File: config.mk
export PLATFORM = sky130hd
export DESIGN_NAME = xnor_correlator
export DESIGN_NICKNAME = d
export VERILOG_FILES = /design/src/rtl/xnor_correlator.sv
export SDC_FILE = /design/constraint.sdc
export NUM_CORES = 1
export LEC_CHECK = 0
export CAP_MARGIN = 20
export CORE_AREA = 2 2 81 59
export DETAILED_ROUTE_END_ITERATION = 8
export DIE_AREA = 0 0 83 61
export GPL_ROUTABILITY_DRIVEN = 0
export GPL_TIMING_DRIVEN = 1
export HOLD_SLACK_MARGIN = 0.05
export PLACE_DENSITY = 0.75
export SYNTH_ARGS = -nofsm -noshare
export SYNTH_HDL_FRONTEND = slang
export SYNTH_SLANG_ARGS = --single-unit
File: constraint.sdc
create_clock -name i_clk -period 5.3 [get_ports i_clk]
set_input_delay 1.06 -clock i_clk [delete_from_list [all_inputs] [get_ports i_clk]]
set_output_delay 1.06 -clock i_clk [all_outputs]
set_load 0.05 [all_outputs]
File: src/rtl/xnor_correlator.sv
// xnor_correlator
//   Serial-bit pattern correlator for sync-word detection. Data bits are shifted into a WIDTH-bit
//   window. The window is compared against a loaded pattern with a bitwise XNOR array, and the
//   number of matching bits is reported as the score. A one-cycle hit pulse fires on every shift
//   that completes a full window with score >= THRESH. Hit pulses are counted in a saturating
//   counter.
//
// Parameters
//   WIDTH   pattern / window length in bits (>= 2)
//   THRESH  minimum score for a hit (1..WIDTH)
//   CNT_W   hit counter width
//
// Ports
//   i_clk        rising-edge clock
//   i_rst        synchronous reset, active high; overrides load and shift
//   i_load       capture i_pat (and i_mask) and restart the window fill
//   i_pat        pattern; i_pat[WIDTH-1] is compared with the oldest bit
//   i_mask       (XNOR_CORR_MASK_EN only) per-bit compare enable, captured on load
//   i_din_valid  shift i_din into the window on this edge
//   i_din        serial data bit
//   o_score      matching-bit count of the current window
//   o_hit        one-cycle pulse: full window with score >= THRESH
//   o_hit_cnt    saturating count of hit pulses
//
// Build option
//   XNOR_CORR_MASK_EN  adds i_mask. Masked-off bits always count as matches.
module xnor_correlator #(
    parameter int unsigned WIDTH  = 8,
    parameter int unsigned THRESH = 8,
    parameter int unsigned CNT_W  = 16
) (
    input  logic                       i_clk,
    input  logic                       i_rst,
    input  logic                       i_load,
    input  logic [WIDTH-1:0]           i_pat,
`ifdef XNOR_CORR_MASK_EN
    input  logic [WIDTH-1:0]           i_mask,
`endif
    input  logic                       i_din_valid,
    input  logic                       i_din,
    output logic [$clog2(WIDTH+1)-1:0] o_score,
    output logic                       o_hit,
    output logic [CNT_W-1:0]           o_hit_cnt
);

    localparam int unsigned SCORE_W = $clog2(WIDTH + 1);
    localparam logic [SCORE_W-1:0] FILL_MAX = SCORE_W'(WIDTH);
    localparam logic [CNT_W-1:0] CNT_MAX = {CNT_W{1'b1}};

    logic [WIDTH-1:0]   r_sr;
    logic [WIDTH-1:0]   r_pat;
    logic [SCORE_W-1:0] r_fill;
    logic [SCORE_W-1:0] r_score;
    logic               r_hit;
    logic [CNT_W-1:0]   r_hit_cnt;

    logic [WIDTH-1:0]   w_sr_shift;
    logic [WIDTH-1:0]   w_care;
    logic [WIDTH-1:0]   w_match;
    logic [SCORE_W-1:0] w_popcount;
    logic [WIDTH-1:0]   w_sr_next;
    logic [SCORE_W-1:0] w_fill_next;
    logic [SCORE_W-1:0] w_score_next;
    logic               w_hit_next;

`ifdef XNOR_CORR_MASK_EN
    logic [WIDTH-1:0] r_mask;

    always_ff @(posedge i_clk) begin
        if (i_rst) begin
            r_mask <= '0;
        end else if (i_load) begin
            r_mask <= i_mask;
        end
    end

    assign w_care = r_mask;
`else
    assign w_care = '1;
`endif

    // Score is taken on the window as it will be after this shift, giving one-edge latency.
    assign w_sr_shift = {r_sr[WIDTH-2:0], i_din};
    assign w_match    = ~(w_sr_shift ^ r_pat) | ~w_care;

    always_comb begin
        w_popcount = '0;
        for (int i = 0; i < int'(WIDTH); i++) begin
            w_popcount = w_popcount + SCORE_W'(w_match[i]);
        end
    end

    always_comb begin
        w_sr_next    = r_sr;
        w_fill_next  = r_fill;
        w_score_next = r_score;
        w_hit_next   = 1'b0;
        if (i_load) begin
            // Load wins over a concurrent shift; that bit is dropped.
            w_sr_next    = '0;
            w_fill_next  = '0;
            w_score_next = '0;
        end else if (i_din_valid) begin
            w_sr_next = w_sr_shift;
            if (r_fill != FILL_MAX) begin
                w_fill_next = r_fill + 1'b1;
            end
            w_score_next = w_popcount;
            w_hit_next   = (w_fill_next == FILL_MAX) && (32'(w_popcount) >= THRESH);
        end
    end

    always_ff @(posedge i_clk) begin
        if (i_rst) begin
            r_sr      <= '0;
            r_pat     <= '0;
            r_fill    <= '0;
            r_score   <= '0;
            r_hit     <= 1'b0;
            r_hit_cnt <= '0;
        end else begin
            r_sr    <= w_sr_next;
            r_fill  <= w_fill_next;
            r_score <= w_score_next;
            r_hit   <= w_hit_next;
            if (i_load) begin
                r_pat <= i_pat;
            end
            if (w_hit_next && (r_hit_cnt != CNT_MAX)) begin
                r_hit_cnt <= r_hit_cnt + 1'b1;
            end
        end
    end

    assign o_score   = r_score;
    assign o_hit     = r_hit;
    assign o_hit_cnt = r_hit_cnt;

endmodule

**Yosys cells after proc, flatten, opt, wreduce, memory -nomap -nowiden**

Cells that the tools add are included.

- Register bits: 40
- Input bits: 13
- Output and inout port bits: 21
- Logic and storage cells: 29

- $add $sub $neg: 9
- Reductions and logical operators: 3
- Bitwise operators: 2
- Equality and inequality tests: 3
- $lt $le $gt $ge: 1
- Multiplexer cells: 5

Operator list:

| cell | number |
|---|---|
| 16-bit by 1-bit adder with 16-bit output, second input constant | 1 |
| 4-bit by 1-bit adder with 4-bit output | 4 |
| 16-bit inequality test, second input constant | 1 |
| 4-bit 2-to-1 mux | 3 |
| 8-bit NOT | 1 |
| 8-bit bitwise XOR | 1 |
| 3-bit by 1-bit adder with 4-bit output | 1 |
| 4-bit by 1-bit adder with 4-bit output, second input constant | 1 |
| 4-bit equality test, second input constant | 1 |
| 4-bit greater-or-equal comparator, second input constant | 1 |
| 4-bit inequality test, second input constant | 1 |
| 2-bit by 1-bit adder with 3-bit output | 1 |
| 1-bit by 1-bit adder with 2-bit output | 1 |
| 1-bit logical AND | 2 |
| 1-bit 2-to-1 mux | 2 |
| 2-bit OR reduction | 1 |

**Longest topological paths before layout**

- Word-level depth: 14
- Gate-level depth with buffers: 13
- Depth with buffers taken out: 12

**Worst setup path after synthesis**

No wires, ideal clock.

- Path type: input-to-reg
- From: input port i_din
- To: register r_hit_cnt[9] (netlist: o_hit_cnt[9])
- Data required time: 5.179 ns
- Path buffers: 1
- Stages: 12
- Path slack: 1.134 ns
- Arrival time: 4.045 ns
- Setup time: 0.121 ns
- Cell sequence: xor2_1 -> fa_1 -> fa_1 -> fa_1 -> inv_1 -> ha_1 -> a21oi_1 -> nor2_1 -> o2111ai_1 -> buf_2 -> nor4_1 -> mux2_2

- Word-level cells in the longest chain between the ends: 14

Ends and longest elaborated chain:

| element | RTL line | source |
|---|---|---|
| start, declared | 40 | `input logic i_din,` |
| 8-bit bitwise XOR | 84 | `assign w_match = ~(w_sr_shift ^ r_pat) \| ~w_care;` |
| 8-bit NOT | 84 |  |
| 1-bit by 1-bit adder with 2-bit output | 89 | `w_popcount = w_popcount + SCORE_W'(w_match[i]);` |
| 2-bit by 1-bit adder with 3-bit output | 89 |  |
| 3-bit by 1-bit adder with 4-bit output | 89 |  |
| 4-bit by 1-bit adder with 4-bit output (4 in series) | 89 |  |
| 4-bit greater-or-equal comparator | 109 | `w_hit_next = (w_fill_next == FILL_MAX) && (32'(w_popcount) >= THRESH);` |
| 1-bit logical AND | 109 |  |
| 1-bit 2-to-1 mux | 103 | `end else if (i_din_valid) begin` |
| 1-bit 2-to-1 mux | 98 | `if (i_load) begin` |
| 1-bit logical AND | 129 | `if (w_hit_next && (r_hit_cnt != CNT_MAX)) begin` |
| end signal, assigned | 130 | `r_hit_cnt <= r_hit_cnt + 1'b1;` |
| end, declared | 55 | `logic [CNT_W-1:0] r_hit_cnt;` |

Every way passes these cells.
A chain may end at the register's enable or synchronous reset.

**Final worst setup path**

Ends and elaborated chain as after synthesis.

==> out/qor.tcl <==
set qor(nets) 277
set qor(setup_repair_bufs_after_cts) 0
set qor(root_buffer) {sky130_fd_sc_hd__clkbuf_8}
set qor(antenna_found_initial) 0
set qor(post_cts_resized) 0
set qor(fin_cells) 310
set qor(drt-wirelength-per-cell_um) 13.5
set qor(post_cts_hold_buffer_count) 0
set qor(antenna_cells) 0
set qor(irDropWorstVdd_uv) 150
set qor(synth_seq_cells) 40
set qor(dieArea_sq_um) 5060
set qor(ioPinCount) 34
set qor(met3_wirelength_um) 276
set qor(synth_largest_type_area_fraction_pct) 39.4
set qor(numPlacedInstances) 302
set qor(avgSynthCellArea_sq_um) 9.00
set qor(first_global_vias) 1427
set qor(fin_total_pwr_mw) 0.664
set qor(cell_area_power_density_nw_per_um2) 265
set qor(synthesis.instances) 226
set qor(layout_min_cycle_time_ps) 4570
set qor(syn-num-nets) 249
set qor(remaining_overflow_grt) 0
set qor(post-place-ws_ps) 386
set qor(upper_clock_frequency_limit_mhz) 219
set qor(clk_path_buf_depth) 2
set qor(first_pass_iters) 4
set qor(synth.area.top_cells) {sky130_fd_sc_hd__dfxtp_1 (39%), sky130_fd_sc_hd__mux2i_1 (9.3%), sky130_fd_sc_hd__nor2_1 (5.5%)}
set qor(postRouteAntennaNets) 0
set qor(dpl_cell_area_sq_um) 2390
set qor(std_cell_rows) 20
set qor(dieHeight_um) 61
set qor(synth_edf_count) 0
set qor(max_slew_margin_pct) 31.5
set qor(total_leakage_power_nw) 0.936
set qor(ys_seq_area_share_pct) 39.4
set qor(critical_path_peak_fanout) 30
set qor(tns_ps) 0
set qor(numClockSinks) 40
set qor(clk_pin_slew_worst_paths_ps) 80
set qor(setup.worst_path.end_class) {register}
set qor(fp.dieW_um) 83
set qor(whs_ps) 493
set qor(worstSkewPairLatency_ps) 300
set qor(drc) 0
set qor(clock_skew_ps) 7.60
set qor(start_util_pct) 47.5
set qor(dp_hpwl_um) 2930
set qor(synth-async-reset-ratio_pct) 0
set qor(cts_made_buffers) 5
set qor(final.period_utilization_pct) 86.3
set qor(layout_overhead_on_the_synthesized_area_pct) 23.2
set qor(synth_top_flop_cell) {sky130_fd_sc_hd__dfxtp_1}
set qor(synthesized_area_sq_um) 2030
set qor(worstPathArrival_ps) 4760
set qor(report.final.slew_viol_count) 0
set qor(top_signal_layer_used) {met4}
set qor(finalHoldViolCount) 0
set qor(grt_start_max_net_pins) 31
set qor(maxCapViolCount) 0
set qor(worst_setup_path_start_kind) {input port}
set qor(htreeDepth) 2
set qor(crit_type) {in -> reg}
set qor(required_ps) 5490
set qor(setup_viol_count_final) 0
set qor(holdCritPathClass) {reg -> reg}
set qor(grt_pass1_wl_um) 6940
set qor(worst_slew_pin_slew_ps) 1020
set qor(fin_area_sq_um) 2510
set qor(routed_wirelength_um) 4190
set qor(route.vias.total) 1695
set qor(drt_iter0_markers) 125
set qor(run_status) {completed}
set qor(yosys.area.top_type) {sky130_fd_sc_hd__dfxtp_1}
set qor(final_critical_path_setup_slack_ps) 727
set qor(routedLengthMet1_um) 2070
set qor(wl_met2_um) 1800
set qor(cts_tree) {done}
set qor(aggregate_global_route_resource_usage_pct) 17.6
set qor(synth_cell_types) 35
set qor(post_route_cells_drive_above_1_share_pct) 6.67
set qor(route.detailed.vias_per_inst) 5.47
set qor(synth.yosys.warnings) 0
set qor(coreArea_sq_um) 4280
set qor(rsz0062_at_grt) {false}
set qor(port_buffer_count) 33
set qor(postLayoutCoreUtil_pct) 58.6
## cell families (layout without fill, tap and decap cells)
| group | Yosys count | after routing | share of synthesized area [%] |
|---|---|---|---|
| AOI/OAI and AO/OA | 35 | 35 | 10.7 |
| xor gates and xnor gates | 11 | 11 | 4.74 |
| adders and majority gates | 10 | 10 | 7.63 |
| buffers and inverters | 25 | 54 | 4.98 |
| DFF | 40 | 40 | 39.4 |
| muxes | 21 | 21 | 10.5 |
| and+or+nand+nor | 84 | 84 | 22.1 |
## synth_stat cells, types with 3 or more instances
cell	n
sky130_fd_sc_hd__dfxtp_1	40
sky130_fd_sc_hd__or4_1	9
sky130_fd_sc_hd__xor2_1	9
sky130_fd_sc_hd__or3_1	6
sky130_fd_sc_hd__inv_1	11
sky130_fd_sc_hd__ha_1	6
sky130_fd_sc_hd__clkbuf_1	8
sky130_fd_sc_hd__buf_2	6
sky130_fd_sc_hd__o21ai_0	4
sky130_fd_sc_hd__o31ai_1	10
sky130_fd_sc_hd__nor2b_1	4
sky130_fd_sc_hd__nand4_1	7
sky130_fd_sc_hd__nor3_1	3
sky130_fd_sc_hd__fa_1	4
sky130_fd_sc_hd__nor2_1	30
sky130_fd_sc_hd__nand2_1	8
sky130_fd_sc_hd__nand3_1	6
sky130_fd_sc_hd__mux2i_1	19
sky130_fd_sc_hd__a21oi_1	16
## final cells by class
type	instances	area [sq um]
fill	408	1770
multi-input combinational	161	1140
sequential	40	801
timing repair buffer	35	345
clock buffer	5	68.8
tap	55	68.8
clock inverter	3	42.5
inverter	11	41.3
## flip-flops by register name, summed over array words and instances (netlist names)
name / cells
o_hit_cnt: 16
o_hit: 1
o_score: 4
r_fill: 4
r_sr: 7
r_pat: 8
## power breakdown
group          internal (mW)  switching [mW]  total (mW)
Sequential             0.308         0.00599       0.314
Clock                  0.139           0.109       0.248
Combinational         0.0459          0.0563       0.102
Total                  0.493           0.171       0.664
## per-layer routing
layer | GRT usage (%) | vias up
met5 | 0 | -
li1 | - | 861
met2 | 25.1 | 46
met4 | 5.62 | 0
met3 | 4.90 | 5
met1 | 25.8 | 783
## path summary, 6_finish.rpt
path                            cells after the start  slack (ps)        from      endpoint
worst max register to register                     12        1580     r_sr[2]  o_hit_cnt[9]
worst min-delay path                                2         490  o_score[1]    o_score[1]
worst max-delay path                               13         730       i_din  o_hit_cnt[9]
worst min register to register                      2         490  o_score[1]    o_score[1]
## cells in the final DEF, fill, tap and decap left out, types with 3 or more instances in the layout
cell type and count:
sky130_fd_sc_hd__a21oi_1 16, sky130_fd_sc_hd__clkbuf_8 5, sky130_fd_sc_hd__clkdlybuf4s50_1 33, sky130_fd_sc_hd__dfxtp_1 40
sky130_fd_sc_hd__fa_1 4, sky130_fd_sc_hd__ha_1 6, sky130_fd_sc_hd__inv_1 11, sky130_fd_sc_hd__mux2i_1 19
sky130_fd_sc_hd__nand2_1 8, sky130_fd_sc_hd__nand3_1 6, sky130_fd_sc_hd__nand4_1 7, sky130_fd_sc_hd__nor2_1 30
sky130_fd_sc_hd__nor2b_1 4, sky130_fd_sc_hd__nor3_1 3, sky130_fd_sc_hd__o21ai_0 4, sky130_fd_sc_hd__o31ai_1 10
sky130_fd_sc_hd__or3_1 6, sky130_fd_sc_hd__or4_1 9, sky130_fd_sc_hd__xor2_1 9
## worst max-delay path: stages
cell and delay (ps):
sky130_fd_sc_hd__clkdlybuf4s50_1 490, sky130_fd_sc_hd__xor2_1 200, sky130_fd_sc_hd__fa_1 450, sky130_fd_sc_hd__fa_1 510, sky130_fd_sc_hd__fa_1 470, sky130_fd_sc_hd__inv_1 60, sky130_fd_sc_hd__ha_1 180, sky130_fd_sc_hd__a21oi_1 70
sky130_fd_sc_hd__nor2_1 170, sky130_fd_sc_hd__o2111ai_2 140, sky130_fd_sc_hd__buf_4 240, sky130_fd_sc_hd__nor4_1 330, sky130_fd_sc_hd__mux2_2 370
No activity file was read; power rests on OpenSTA's default activity.
==> patch 1, RTL diff (same flow settings) <==
The parameter `THRESH` goes from 8 to 4.
--- a/src/rtl/xnor_correlator.sv
+++ b/src/rtl/xnor_correlator.sv
@@ -26,7 +26,7 @@
 //   XNOR_CORR_MASK_EN  adds i_mask. Masked-off bits always count as matches.
 module xnor_correlator #(
     parameter int unsigned WIDTH  = 8,
-    parameter int unsigned THRESH = 8,
+    parameter int unsigned THRESH = 4,
     parameter int unsigned CNT_W  = 16
 ) (
     input  logic                       i_clk,
Check against the original RTL: not equivalent (Yosys sat finds a counterexample within 10 cycles, from zero or initial values and one cycle with i_rst high).
==> patch 1 against the unedited design <==
- combinational power grew 24%
- cell area grew 4.8%
- highest routed layer unchanged
- power grew 3.9%
- routed wire length grew 10%
- largest cell class unchanged
- cell count grew 0.32%
- worst setup slack lost 490 ps
- sequential cell count is the same
- synthesized area shrank 1.1%
- first-iteration DRC count shrank 46%
- critical path depth grew 3
==> patch 1: results (changes against the unedited design) <==
maximum vdd drop: 0.000206 V (+37%)
post-synthesis adder-cell area fraction: 0.0771 (+0.000854)
total wire length: 4.62 mm (+10%)
CP peak stage delay: 530 ps (+20 ps)
Least-Margin Pin Slew: 1090 ps (+61.9 ps)
cells on worst reg2reg path: 15 (+3)
Detail Placement HPWL: 2.98 mm (+1.7%)
Yosys cell types: 33 (-5.7%)
Nets: 278 (+0.36%)
XOR/XNOR share of the synthesized area: 0.0479 (+0.000530)
share of cells above drive strength 1: 0.105 (+0.0388)
Reg2Reg Setup Slack: 840 ps (-740 ps)
post-synthesis sequential area ratio: 0.398 (+0.00441)
mux contribution to synthesized area: 0.0945 (-0.0100)
via count: 1,736 (+2.4%)
# fillers: 379 (-7.1%)
Post-DP Area: 2420 um2 (+1.0%)
main area contributors after synthesis: dfxtp_1 (40%), mux2i_1 (9.5%), or4_1 (5.2%)
worst-path fanout max: 7 (-77%)
crit share post-route: 0.955 (+0.0923)
Synth top cells by count: dfxtp_1 (40), nor2_1 (26), mux2i_1 (19)
Post-Layout Cell Count: 311 (+0.32%)
Setup crit end: o_hit_cnt[10]
status: finished clean
reg-to-reg critical path startpoint: r_pat[0]
static leakage: 0.000941 uW (+0.48%)
DRT iter0 DRCs: 67 (-46%)
syn avg cell area: 9.27 um2 (+3.0%)
-- patch 1: changes by cell type in the layout (fill, tap and decap cells not counted), sizes merged, moves of 3 or more --
| cell | change |
|---|---|
| buf | +6 |
| nor2 | -4 |
| nor3 | -3 |
| or3 | -5 |
| or4 | +5 |
| xnor2 | +6 |
| xor2 | -6 |
-- patch 1: cells by family after synthesis --
family,after synthesis
and+or+nand+nor,79
DFF,40
AOI/OAI and AO/OA,36
buffers and inverters,22
muxes,19
xor gates and xnor gates,11
adders and majority gates,10
-- patch 1: worst max-delay path: cells and delay by family --
family	cells	cell delay, ps
XOR/XNOR	1	160
adder cells (fa/ha/maj)	5	2130
AO/OA/AOI/OAI	2	420
AND/OR/NAND/NOR	3	930
buffers and inverters	5	560
-- patch 1: per-stage QoR --
stage	hold WS (ps)	utilization	total power, uW
final	483	0.614	690
after global routing	504	0.614	721
after CTS	493	0.592	693
after detailed placement	481	0.565	443
after global placement	465	0.565	441
after floorplan	481	-	406
-- patch 1: layer usage --
layer  vias up  global-route usage  part of all wire
met3         7              0.0381             0.046
met2        54               0.274              0.45
li1        860                   -                 -
met1       815               0.255              0.50
met4         0              0.0585             0.011
met5         -                   0                 0
-- patch 1: final cells by class --
type	count	area, um2	share of cell area
Multi-Input combinational cell	155	1150	0.439
Sequential cell	40	801	0.305
Timing Repair Buffer	43	455	0.173
Clock buffer	5	68.8	0.0262
Tap cell	55	68.8	0.0262
Clock inverter	3	42.5	0.0162
Inverter	10	37.5	0.0143
-- patch 1: how the worst min path moves through the flow --
stage / start / end / slack (ps) / cells after the start
after global placement: o_score[3] / o_score[3] / 470 / 2
after detailed placement: o_score[1] / o_score[1] / 480 / 2
after global routing: o_hit_cnt[7] / o_hit_cnt[7] / 500 / 2
after floorplan: r_pat[5] / r_pat[5] / 480 / 2
after CTS: o_score[1] / o_score[1] / 490 / 2
final: o_hit_cnt[7] / o_hit_cnt[7] / 480 / 2
-- patch 1: what timing repair did --
action | CTS | global route
gates resized for setup | 0 | 7
hold buffers | 0 | 0
endpoints found under the setup margin | 0 | 14
setup buffers | 0 | 1
hold endpoints to repair | 0 | 0
-- patch 1: power by group --
group / switching, uW / leakage, uW / internal, uW / total, uW
clock network: 110 / 0.0000541 / 139 / 250
registers: 6.32 / 0.000324 / 308 / 315
logic: 65.4 / 0.000562 / 60.6 / 126
==> patch 2, RTL diff (same settings) <==
Without the edit above. Remove the register `r_hit`: a continuous assignment takes its place, so the output `o_hit` follows one clock earlier.
--- a/src/rtl/xnor_correlator.sv
+++ b/src/rtl/xnor_correlator.sv
@@ -116,13 +116,11 @@
             r_pat     <= '0;
             r_fill    <= '0;
             r_score   <= '0;
-            r_hit     <= 1'b0;
             r_hit_cnt <= '0;
         end else begin
             r_sr    <= w_sr_next;
             r_fill  <= w_fill_next;
             r_score <= w_score_next;
-            r_hit   <= w_hit_next;
             if (i_load) begin
                 r_pat <= i_pat;
             end
@@ -132,6 +130,8 @@
         end
     end
 
+    assign r_hit = w_hit_next;
+
     assign o_score   = r_score;
     assign o_hit     = r_hit;
     assign o_hit_cnt = r_hit_cnt;
Formal check against the unedited RTL: not equivalent (a bounded check fails within 10 cycles, from zero or initial values and one cycle with i_rst high).
==> patch 2 against the unedited design <==
- power rose by 5.9%
- critical path depth down 1
- register-to-register slack improved by 40 ps
- cell area grew 1.2%
- sequential power decreased by 3%
- first-iteration DRC count decreased by 54%
- routed wire length is 3.8% lower
- synthesized area fell by 1.4%
- worst setup slack lost 240 ps
- sequential cell count down 1
- critical endpoint is now o_hit
- largest cell class unchanged
==> patch 2: results (changes against the unedited design) <==
main area contributors after synthesis: dfxtp_1 (39%), mux2i_1 (9.0%), nor2_1 (5.1%)
HP Start: o_score[3]
maximum vdd drop: 0.000178 V (+19%)
DR WL met2: 1.68 mm (-6.7%)
mux contribution to synthesized area: 0.0954 (-0.00911)
dpl ws: 93.8 ps (-292 ps)
Reg2Reg Setup Slack: 1620 ps (+40 ps)
static leakage: 0.000948 uW (+1.3%)
via count: 1,668 (-1.6%)
Synth top cells by count: dfxtp_1 (39), nor2_1 (27), a21oi_1 (18), mux2i_1 (18), inv_1 (12)
post-synthesis adder-cell area fraction: 0.0774 (+0.00109)
Synth Area in Compound Gates: 0.135 (+0.0277)
Yosys cell types: 38 (+8.6%)
met1 Usage GRT: 0.248 (-0.00920)
met2 Use GR: 0.249 (-0.00230)
met3 wire len: 176 um (-36%)
vias in the first global route: 1,454 (+1.9%)
GR Util met3: 0.0381 (-0.0109)
Final Skew: 5.06 ps (-2.55 ps)
slowest stage cell, crit path: fa_2
DRT iter0 DRCs: 58 (-54%)
global-route wire length before repair: 6.81 mm (-1.9%)
worst-path fanout max: 3 (-90%)
hold path depth: 2 (unchanged)
largest net degree at the start of global routing: 27 (-13%)
CP peak stage delay: 570 ps (+60 ps)
post-synthesis sequential area ratio: 0.389 (-0.00433)
Hold WS: 495 ps (+1.88 ps)
Detail Placement HPWL: 2.82 mm (-3.8%)
Post-DP Area: 2390 um2 (-0.16%)
share of cells above drive strength 1: 0.0827 (+0.0160)
status: finished clean
Nets: 276 (-0.36%)
Critical R2R Capture: o_hit_cnt[12]
Setup crit end: o_hit
XOR/XNOR share of the synthesized area: 0.0480 (+0.000679)
Least-Margin Pin Slew: 656 ps (-369 ps)
WP data arrival: 3750 ps (-1010 ps)
total global-route track usage: 0.171 (-0.00420)
number of port buffers: 33 (unchanged)
Mapped Nets: 244 (-2.0%)
WL/cell: 13.1 um (-3.5%)
WHS Endpoint: o_score[3]
M1 WL: 2.13 mm (+2.9%)
reg-to-reg critical path startpoint: r_sr[0]
Period minus WS final: 4810 ps (+239 ps)
[patch 2: area by class of cell]
| cell class | count | area [um2] |
|---|---|---|
| well taps | 55 | 68.8 |
| inverters | 12 | 45.0 |
| clock buffers | 6 | 72.6 |
| fillers | 366 | 1740 |
| clock inverters | 2 | 60.1 |
| multi-input cells | 157 | 1130 |
| flip-flops and latches | 39 | 781 |
| repair buffers | 38 | 380 |
[patch 2: metrics by stage]
step	power, uW	utilization	instances
after floorplan	387	-	221
after global placement	418	0.559	301
after detailed placement	420	0.559	301
after CTS	709	0.590	309
after global routing	738	0.593	309
final	703	0.593	309
[patch 2: power by group]
part	leakage (uW)	internal [uW]	total (uW)	switching [uW]
Clock	0.0000654	188	291	103
Combinational	0.000567	49.2	106	57.3
Sequential	0.000316	300	306	5.55
Total	0.000948	538	703	166
[patch 2: timing repair]
item	CTS	global route
hold endpoints to repair	0	0
resized for setup	0	4
setup endpoints to repair	0	1
hold buffers	0	0
